--- src/rtl/uart_rx_pkg.sv ---
// uart_rx_pkg: shared state, control-field and status definitions for the UART receiver
package uart_rx_pkg;
    typedef enum logic [2:0] {IDLE, START, DATA, PARITY, STOP, PUSH} rxState_t;
    localparam int CTL_PAR_EN = 2;
    localparam int CTL_ODD    = 3;
    localparam int CTL_STICK  = 4;
    localparam int CTL_STOP2  = 5;
    localparam int CTL_ENABLE = 6;
    localparam int ST_BREAK   = 2;
    localparam int ST_PARITY  = 1;
    localparam int ST_FRAME   = 0;
    function automatic logic [3:0] dataBitCount(input logic [1:0] code);
        return 4'd5 + 4'(code);
    endfunction
endpackage

--- src/rtl/uart_rx_sync_fifo.sv ---
// uart_rx_sync_fifo: synchronous first-word-fall-through FIFO with occupancy count
module uart_rx_sync_fifo #(
    parameter int WIDTH = 11,
    parameter int DEPTH = 16
) (
    input  logic                     clock,
    input  logic                     reset,
    input  logic                     push,
    input  logic                     pop,
    input  logic [WIDTH-1:0]         wrData,
    output logic [WIDTH-1:0]         rdData,
    output logic                     empty,
    output logic                     full,
    output logic [$clog2(DEPTH):0]   count
);
    localparam int AW = $clog2(DEPTH);
    localparam int CW = AW + 1;
    logic [WIDTH-1:0] mem [DEPTH];
    logic [AW-1:0] wrPtr, rdPtr;
    logic doPush, doPop;
    assign empty  = count == '0;
    assign full   = count == CW'(DEPTH);
    assign doPop  = pop && !empty;
    // a full FIFO still accepts a write when the head leaves in the same cycle
    assign doPush = push && (!full || doPop);
    assign rdData = empty ? '0 : mem[rdPtr];
    always_ff @(posedge clock)
        if (doPush) mem[wrPtr] <= wrData;
    always_ff @(posedge clock) begin
        if (reset) begin
            wrPtr <= '0;
            rdPtr <= '0;
            count <= '0;
        end else begin
            if (doPush) wrPtr <= wrPtr + AW'(1);
            if (doPop) rdPtr <= rdPtr + AW'(1);
            count <= count + CW'(doPush) - CW'(doPop);
        end
    end
endmodule

--- src/rtl/uart_rx_fifo_gen.sv ---
// uart_rx_fifo_gen: oversampling UART receiver with majority vote and per-character status FIFO
// Define UART_RX_TIMEOUT_EN to build the idle character-timeout counter behind rxTimeout.
module uart_rx_fifo_gen
    import uart_rx_pkg::*;
#(
    parameter int OVERSAMPLE   = 16,
    parameter int FIFO_DEPTH   = 16,
    parameter int TIMEOUT_BITS = 40
) (
    input  logic                          clock,
    input  logic                          reset,
    input  logic                          baudTick,
    input  logic                          uartRxLine,
    input  logic [6:0]                    controlReg,
    input  logic                          rxPop,
    input  logic                          clearOverrun,
    output logic [7:0]                    rxData,
    output logic [2:0]                    rxStatus,
    output logic                          rxEmpty,
    output logic                          rxFull,
    output logic [$clog2(FIFO_DEPTH):0]   rxCount,
    output logic                          overrunError,
    output logic                          rxTimeout
);
    localparam int TW = $clog2(OVERSAMPLE);
    localparam logic [TW-1:0] MID  = TW'(OVERSAMPLE / 2);
    localparam logic [TW-1:0] LAST = TW'(OVERSAMPLE - 1);
    rxState_t state;
    logic syncA, syncB, prevLine;
    logic [TW-1:0] tickCnt;
    logic s0, s1, vote, sampleTick, wrap;
    logic [5:0] cfg;
    logic [7:0] dataReg;
    logic [2:0] bitIdx;
    logic lastStop, parBit, parErr, stopErr, brk, expPar, pushReq, popEff;
    logic [2:0] status;
    logic [10:0] headWord;
    assign wrap       = baudTick && tickCnt == LAST;
    assign sampleTick = baudTick && tickCnt == MID + TW'(1);
    assign vote       = (s0 & s1) | (s0 & syncB) | (s1 & syncB);
    assign expPar     = cfg[CTL_STICK] ? ~cfg[CTL_ODD] : ^dataReg ^ cfg[CTL_ODD];
    assign pushReq    = state == PUSH;
    assign popEff     = rxPop && !rxEmpty;
    assign status[ST_BREAK]  = brk;
    assign status[ST_PARITY] = parErr;
    assign status[ST_FRAME]  = stopErr | brk;
    always_ff @(posedge clock) begin
        if (reset) begin
            {syncA, syncB, prevLine} <= 3'b111;
            tickCnt <= '0;
            state <= IDLE;
            cfg <= '0;
            dataReg <= '0;
            bitIdx <= '0;
            {s0, s1, lastStop, parBit, parErr, stopErr, brk} <= '0;
        end else begin
            syncA <= uartRxLine;
            syncB <= syncA;
            prevLine <= syncB;
            if (baudTick) tickCnt <= wrap ? '0 : tickCnt + TW'(1);
            if (baudTick && tickCnt == MID - TW'(1)) s0 <= syncB;
            if (baudTick && tickCnt == MID) s1 <= syncB;
            case (state)
                IDLE: if (controlReg[CTL_ENABLE] && prevLine && !syncB) begin
                    cfg <= controlReg[5:0];
                    tickCnt <= '0;
                    dataReg <= '0;
                    bitIdx <= '0;
                    {lastStop, parBit, parErr, stopErr, brk} <= '0;
                    state <= START;
                end
                START: if (sampleTick) state <= vote ? IDLE : DATA;
                DATA: if (sampleTick) begin
                    dataReg[bitIdx] <= vote;
                    bitIdx <= bitIdx + 3'd1;
                    if ({1'b0, bitIdx} == dataBitCount(cfg[1:0]) - 4'd1)
                        state <= cfg[CTL_PAR_EN] ? PARITY : STOP;
                end
                PARITY: if (sampleTick) begin
                    parBit <= vote;
                    parErr <= vote != expPar;
                    state <= STOP;
                end
                // push on the last stop bit's mid-sample so a following start edge is not missed
                STOP: if (sampleTick) begin
                    stopErr <= stopErr | ~vote;
                    if (!lastStop) brk <= dataReg == 8'd0 && !parBit && !vote;
                    lastStop <= 1'b1;
                    if (lastStop || !cfg[CTL_STOP2]) state <= PUSH;
                end
                default: state <= IDLE;
            endcase
        end
    end
    always_ff @(posedge clock)
        if (reset) overrunError <= 1'b0;
        else if (pushReq && rxFull && !rxPop) overrunError <= 1'b1;
        else if (clearOverrun) overrunError <= 1'b0;
    uart_rx_sync_fifo #(.WIDTH(11), .DEPTH(FIFO_DEPTH)) fifo (
        .clock(clock),
        .reset(reset),
        .push(pushReq),
        .pop(rxPop),
        .wrData({status, dataReg}),
        .rdData(headWord),
        .empty(rxEmpty),
        .full(rxFull),
        .count(rxCount)
    );
    assign rxData   = headWord[7:0];
    assign rxStatus = headWord[10:8];
`ifdef UART_RX_TIMEOUT_EN
    localparam int BW = $clog2(TIMEOUT_BITS + 1);
    localparam logic [BW-1:0] T_MAX = BW'(TIMEOUT_BITS);
    logic [BW-1:0] idleBits;
    always_ff @(posedge clock)
        if (reset || pushReq || popEff) idleBits <= '0;
        else if (!rxEmpty && state == IDLE && wrap && idleBits != T_MAX) idleBits <= idleBits + BW'(1);
    assign rxTimeout = idleBits == T_MAX;
`else
    assign rxTimeout = 1'b0;
`endif
endmodule

--- config.mk ---
export PLATFORM = sky130hd
export DESIGN_NAME = uart_rx_fifo_gen
export DESIGN_NICKNAME = d
export VERILOG_FILES = /design/src/rtl/uart_rx_pkg.sv /design/src/rtl/uart_rx_sync_fifo.sv /design/src/rtl/uart_rx_fifo_gen.sv
export SDC_FILE = /design/constraint.sdc
export NUM_CORES = 1
export LEC_CHECK = 0
export CORE_AREA = 2 2 169 130
export DETAILED_ROUTE_END_ITERATION = 6
export DIE_AREA = 0 0 171 132
export GPL_ROUTABILITY_DRIVEN = 0
export GPL_TIMING_DRIVEN = 0
export SYNTH_ARGS = -nofsm -noshare
export SYNTH_HDL_FRONTEND = slang
export SYNTH_HIERARCHICAL = 1
export SYNTH_SLANG_ARGS = --single-unit
export TNS_END_PERCENT = 50
--- constraint.sdc ---
create_clock -name clock -period 4.75 [get_ports clock]
set_input_delay 0.95 -clock clock [delete_from_list [all_inputs] [get_ports clock]]
set_output_delay 0.95 -clock clock [all_outputs]
set_load 0.02 [all_outputs]
======== Word level (Yosys, flattened, before mapping) ========
Memories as Yosys holds them, arrays and structs flattened. A register that Yosys moved wholly into a read port is not among the register bits.
Index checks and enable logic that the tools add are counted.
word-level totals
  memories ................................ 1
  flip-flop bits (word level) ............. 48
  bits in writable memories ............... 176
  output and inout port bits .............. 20
  input port bits ......................... 13
  logic and storage cells ................. 139
operators by class
  bitwise operators ....................... 10
  add/sub/neg operators ................... 8
  reduce and logical (&&, ||, !) cells .... 36
  multiplexer cells ....................... 43
  order comparisons ....................... 2
  eq/ne operators ......................... 20
memory list
  memory    words  width  read ports  clocked after memory_dff  wr ports  RTL line                 text
  fifo.mem  16     11     1           1                         1         uart_rx_sync_fifo.sv:18  logic [WIDTH-1:0] mem [DEPTH];
operators by type and width
  cell                                                                   number
  3-bit 2-to-1 mux                                                       10
  4-bit 2-to-1 mux                                                       6
  8-bit 2-to-1 mux                                                       2
  2-bit != test, second input constant                                   8
  8-bit one-hot mux with 2 select lines                                  1
  3-bit one-hot mux with 5 select lines                                  1
  1-bit logical AND                                                      13
  1-bit 2-to-1 mux                                                       13
  4-bit by 1-bit adder with 4-bit output, second input constant          3
  4-bit equality test, second input constant                             3
  11-bit 2-to-1 mux                                                      1
  1-bit one-hot mux with 2 select lines                                  5
  3-bit AND reduction                                                    3
  8-bit bitwise mux                                                      1
  8-bit logical NOT                                                      1
  2-bit nonzero test                                                     4
  8-bit parity                                                           1
  1-bit logical NOT                                                      7
  7-bit AND reduction                                                    1
  3-bit by 2-bit equality test with 1-bit output, second input constant  2
  3-bit equality test, second input constant                             2
  3-bit one-hot mux with 2 select lines                                  1
  5-bit by 1-bit adder with 5-bit output                                 1
  5-bit equality test, second input constant                             1
  21 further kinds                                                       28

======== Depth between registers and ports, before layout ========
  depth after elaboration ................. 8
  depth in mapped cells ................... 14
  mapped depth without buffers ............ 14

======== Modules after synthesis ========
Netlist, hierarchy kept.
modules (own cells, without submodules)
  module             area each (um^2)  instances  cells each  seq. area each (um^2)
  uart_rx_sync_fifo  7,694.9           1          390         5,625.4
  uart_rx_fifo_gen   1,776.7           1          208         700.7

======== Worst setup path after synthesis ========
Ideal clock, no wire load.
  path type ............................... register -> register
  from .................................... register fifo.count[3]
  to ...................................... register fifo.count[4]
  path buffers ............................ 1
  data arrival time ....................... 2.709 ns
  setup time .............................. 0.117 ns
  setup slack ............................. 1.924 ns
  stages on the path, launching flop included .. 15
  required time ........................... 4.633 ns
  period minus slack after synthesis ...... 2.826 ns
  cell sequence ........................... dfxtp_1 -> inv_1 -> ha_1 -> or4b_4 -> and2_1 -> clkbuf_1 -> ha_1 -> inv_1 -> ha_1 -> inv_1 -> fa_1 -> nor2b_1 -> o21bai_1 -> a21oi_1 -> nor3b_1
between the ends
  longest elaborated chain between the ends .. 7
  elaborated cells between the ends (all ways) .. 9
  those cells by class .................... 2 x add/sub; 1 x eq/ne; 6 x reduce/logical
RTL lines
  what                                             RTL line                 text
  start, declared                                  uart_rx_sync_fifo.sv:14  output logic [$clog2(DEPTH):0] count
  start signal, assigned                           uart_rx_sync_fifo.sv:37  count <= count + CW'(doPush) - CW'(doPop);
  5-bit logical NOT (*)                            uart_rx_sync_fifo.sv:21  assign empty = count == '0;
  1-bit logical NOT (*)                            uart_rx_sync_fifo.sv:23  assign doPop = pop && !empty;
  1-bit logical AND (*)                            uart_rx_sync_fifo.sv:23
  via fifo.doPop                                   uart_rx_sync_fifo.sv:20  logic doPush, doPop;
  1-bit logical OR                                 uart_rx_sync_fifo.sv:25  assign doPush = push && (!full || doPop);
  1-bit logical AND                                uart_rx_sync_fifo.sv:25
  5-bit by 1-bit adder with 5-bit output           uart_rx_sync_fifo.sv:37
  5-bit by 1-bit subtractor with 5-bit output (*)  uart_rx_sync_fifo.sv:37
Mark *: on every way through the listed nets, which the timed path passes. The rest lies on a longest branch.
A chain may end at the register's enable or synchronous reset.

==> results.py <==
metrics = {
    "outcome": {
        "status": "completed",
    },
    "power": {
        "peakVddDrop_mv": 0.2132,
        "p_leak_uw": 0.003759,
        "pwr-share-seq": 0.448,
        "p_int_uw": 3628,
        "combPwrFrac": 0.208,
        "p_sw_uw": 1282,
        "p_sw_frac": 0.2610,
        "powerDensity_nw_per_um2": 450.3,
        "p_clk_frac": 0.344,
    },
    "floorplanning": {
        "start_util": 0.4546,
        "die-area_sq_um": 22570,
        "core-area_sq_um": 20840,
        "num_rows": 46,
        "ioPinCount": 33,
        "die_y_um": 132,
        "die_x_um": 171,
    },
    "cts": {
        "postCtsSetupBuffers": 0,
        "numCtsBuffers": 23,
        "path_clk_slew_ns": 0.06,
        "cts.sinks": 228,
        "cts_root_buf": "clkbuf_16",
        "cts_tree": "built",
        "ctsHoldBuffers": 0,
        "insertion_delay_ns": 0.50,
        "htreeDepth": 1,
        "ctsResizeCount": 0,
        "clock_path_buffers": 3,
    },
    "detailed_routing": {
        "vias": 5291,
        "drtIter0Drc": 423,
        "wl_per_cell_um": 20.45,
        "drc": 0,
        "ant_nets": 0,
        "vias_per_cell": 5.506,
        "wl_um": 19650,
        "firstDrtPassIters": 5,
    },
    "yosys": {
        "synthFlopType": "edfxtp_1",
        "yosys_register_bits": 228,
        "seq_area_frac_synth": 0.6679,
        "synth.largest_area_cell": "edfxtp_1",
        "synthCells": 598,
        "synth_area_leaders": "edfxtp_1 (56%), dfxtp_1 (11%), mux4_2 (7.4%), mux4_1 (3.6%), ha_1 (2.5%)",
        "yosysWarnings": 6,
        "netlist-cell-type-count": 58,
        "syn_avg_cell_area_sq_um": 15.84,
        "synth-edff-count": 176,
        "synth_area_sq_um": 9472,
        "yosysMostFrequentCell": "edfxtp_1",
        "yosys.area.top_type_share": 0.5580,
        "synthArstFlopShare": 0,
        "synthTopCellsByCount": "edfxtp_1 (176), dfxtp_1 (52), nor2_1 (33), mux4_2 (31), nand2_1 (30)",
        "syn-num-nets": 631,
    },
    "setup_path": {
        "crit_buf_inv": 4,
        "worstPathRequired_ns": 3.80,
        "critPathArrivalTime_ns": 3.05,
        "cp_slowest_cell": "clkdlybuf4s50_1",
        "crit_path_end_kind": "output port",
        "r2r_start": "fifo/count[2]$_SDFF_PP0_",
        "critPathLaunchType": "register",
        "critPathKind": "register to output port",
        "slowest_delay_ns": 0.58,
        "r2r_slack_ns": 1.71,
        "reg2reg_to": "fifo/count[4]$_SDFF_PP0_",
        "reg2reg_depth": 14,
        "cp_common_cell": "buf_2",
        "cp_max_fo": 10,
        "path_delay_family": "buffers and inverters",
        "cp_cell_sequence": "buf_2 > buf_2 > buf_4 > mux2_2 > o21ai_0 > a21oi_1 > clkdlybuf4s50_1",
    },
    "sta": {
        "rsz0062_at_grt": "no",
        "skew_ns": 0.008071,
        "setup_tns_ns": 0,
        "worstMarginPinSlew_ns": 1.292,
        "drv_slew": 0,
        "max_freq_mhz": 250.0,
        "hold_violations": 0,
        "layout_min_cycle_time_ns": 4.000,
        "relSlewSlack": 0.1353,
        "finalCritPeriodShare": 0.8421,
        "finalSetupViolCount": 0,
        "holdWs_ns": 0.4051,
    },
    "min_path": {
        "worst_hold_path.endpoint": "syncB$_SDFF_PP1_",
        "hp-class": "register to register",
        "hold_depth": 1,
        "min_from": "syncA$_SDFF_PP1_",
    },
    "grt": {
        "grt_pass1_wl_um": 30520,
        "grt_max_degree": 19,
        "grt-ovfl-total": 0,
        "grt_antenna_before_repair": 0,
        "globalRouteTotalUtil": 0.1791,
        "first_global_vias": 5264,
    },
    "final_layout": {
        "utilization": 0.5234,
        "n_antenna_cell": 0,
        "stdcell_count": 961,
        "synthToLayoutAreaGrowth_pct": 15.13,
        "finalNetCount": 690,
        "drive_above_1_share": 0.1649,
    },
    "place": {
        "port_buffers": 30,
        "placed_cells": 920,
        "hpwl_um": 13140,
    },
    "flow_run": {
        "maxCapViolCount": 0,
    },
}
[per-stage QoR]
stage / setup slack (ns) / cell area (sq um) / power [uW]
floorplan: 1.924 / 9472 / 2918
global placement: 0.8254 / 10130 / 3243
detailed placement: 1.120 / 10200 / 3263
CTS: 0.6605 / 10900 / 4955
global route: 0.5360 / 10900 / 5118
finish: 0.7498 / 10900 / 4910
[state kept, by name, summed over array words and instances (netlist names), 3 cells and up, named ones only]
name and count:
fifo/rdPtr 4, fifo/mem 176, cfg 6, fifo/wrPtr 4
dataReg 8, tickCnt 4, state 3, fifo/count 5
bitIdx 3
[placed cells by master, fill, tap and decap left out, drive strengths merged, types with 8 or more instances in the layout]
cell type	netlist	layout
mux2i	16	16
mux4	44	44
nor2	33	33
xor2	10	10
o21ai	24	24
edfxtp	176	176
o211ai	8	8
dfxtp	52	52
clkdlybuf4s50	0	30
nand2	30	30
inv	26	26
clkbuf	10	41
buf	19	23
mux2	11	11
a21oi	29	29
nand3	16	16
ha	19	19
[worst reg2reg max path, cell delays in order, from the launching register on]
cell and delay, ns:
dfxtp_1 0.33, inv_1 0.09, ha_1 0.16, or4b_4 0.52
and2_1 0.18, clkbuf_1 0.13, ha_1 0.28, inv_1 0.06
ha_1 0.16, inv_1 0.06, fa_1 0.40, nor2b_1 0.17
o21bai_1 0.11, a21oi_1 0.18, nor3b_1 0.07
[area by class of cell]
class                           instances  area [sq um]
Fill cell                            1725          9931
Sequential cell                       228          6326
Multi-Input combinational cell        315          2892
Clock buffer                           31         626.9
Tap cell                              288         360.3
Timing Repair Buffer                   34         345.3
Buffer                                 29         176.4
Inverter                               26         97.59
Clock inverter                         10         80.08
[power groups by stage]
stage | clock network (uW) | registers (uW) | logic, uW
floorplan | 0 | 2250 | 666
global placement | 0 | 2240 | 1000
detailed placement | 0 | 2240 | 1020
CTS | 1730 | 2200 | 1030
global route | 1810 | 2200 | 1110
finish | 1690 | 2200 | 1020
[logic make-up after synthesis]
kind of cell / count (synthesis) / share of synthesized area
flip-flops: 228 / 0.6679
AND/OR/NAND/NOR: 132 / 0.07358
AO/OA/AOI/OAI: 74 / 0.04637
multiplexers: 71 / 0.1398
buffers and inverters: 55 / 0.02893
adder cells (fa/ha/maj): 21 / 0.02827
XOR/XNOR: 16 / 0.01479
other: 1 / 0.0003959
[per-layer routing]
| metal | global-route usage | part of all wire |
|---|---|---|
| met1 | 0.2603 | 0.47 |
| met2 | 0.2890 | 0.48 |
| met3 | 0.03092 | 0.039 |
| met4 | 0.03107 | 0.011 |
| met5 | 0 | 0 |
[worst max path at each step]
| stage | endpoint | slack, ns | cells after the start | start |
|---|---|---|---|---|
| 2_1_floorplan | fifo/count[4]$_SDFF_PP0_ | 1.92 | 14 | fifo/count[3]$_SDFF_PP0_ |
| 5_1_grt | rxData[4] | 0.54 | 7 | register |
| 6_report | rxData[4] | 0.75 | 7 | register |
| 4_1_cts | rxData[4] | 0.66 | 7 | register |
| 3_5_place_dp | fifo/count[4]$_SDFF_PP0_ | 1.12 | 12 | rxPop |
| 3_3_place_gp | fifo/mem[1][2]$_DFFE_PP_ | 0.83 | 4 | rxPop |
(Power assumes the default switching activity.)
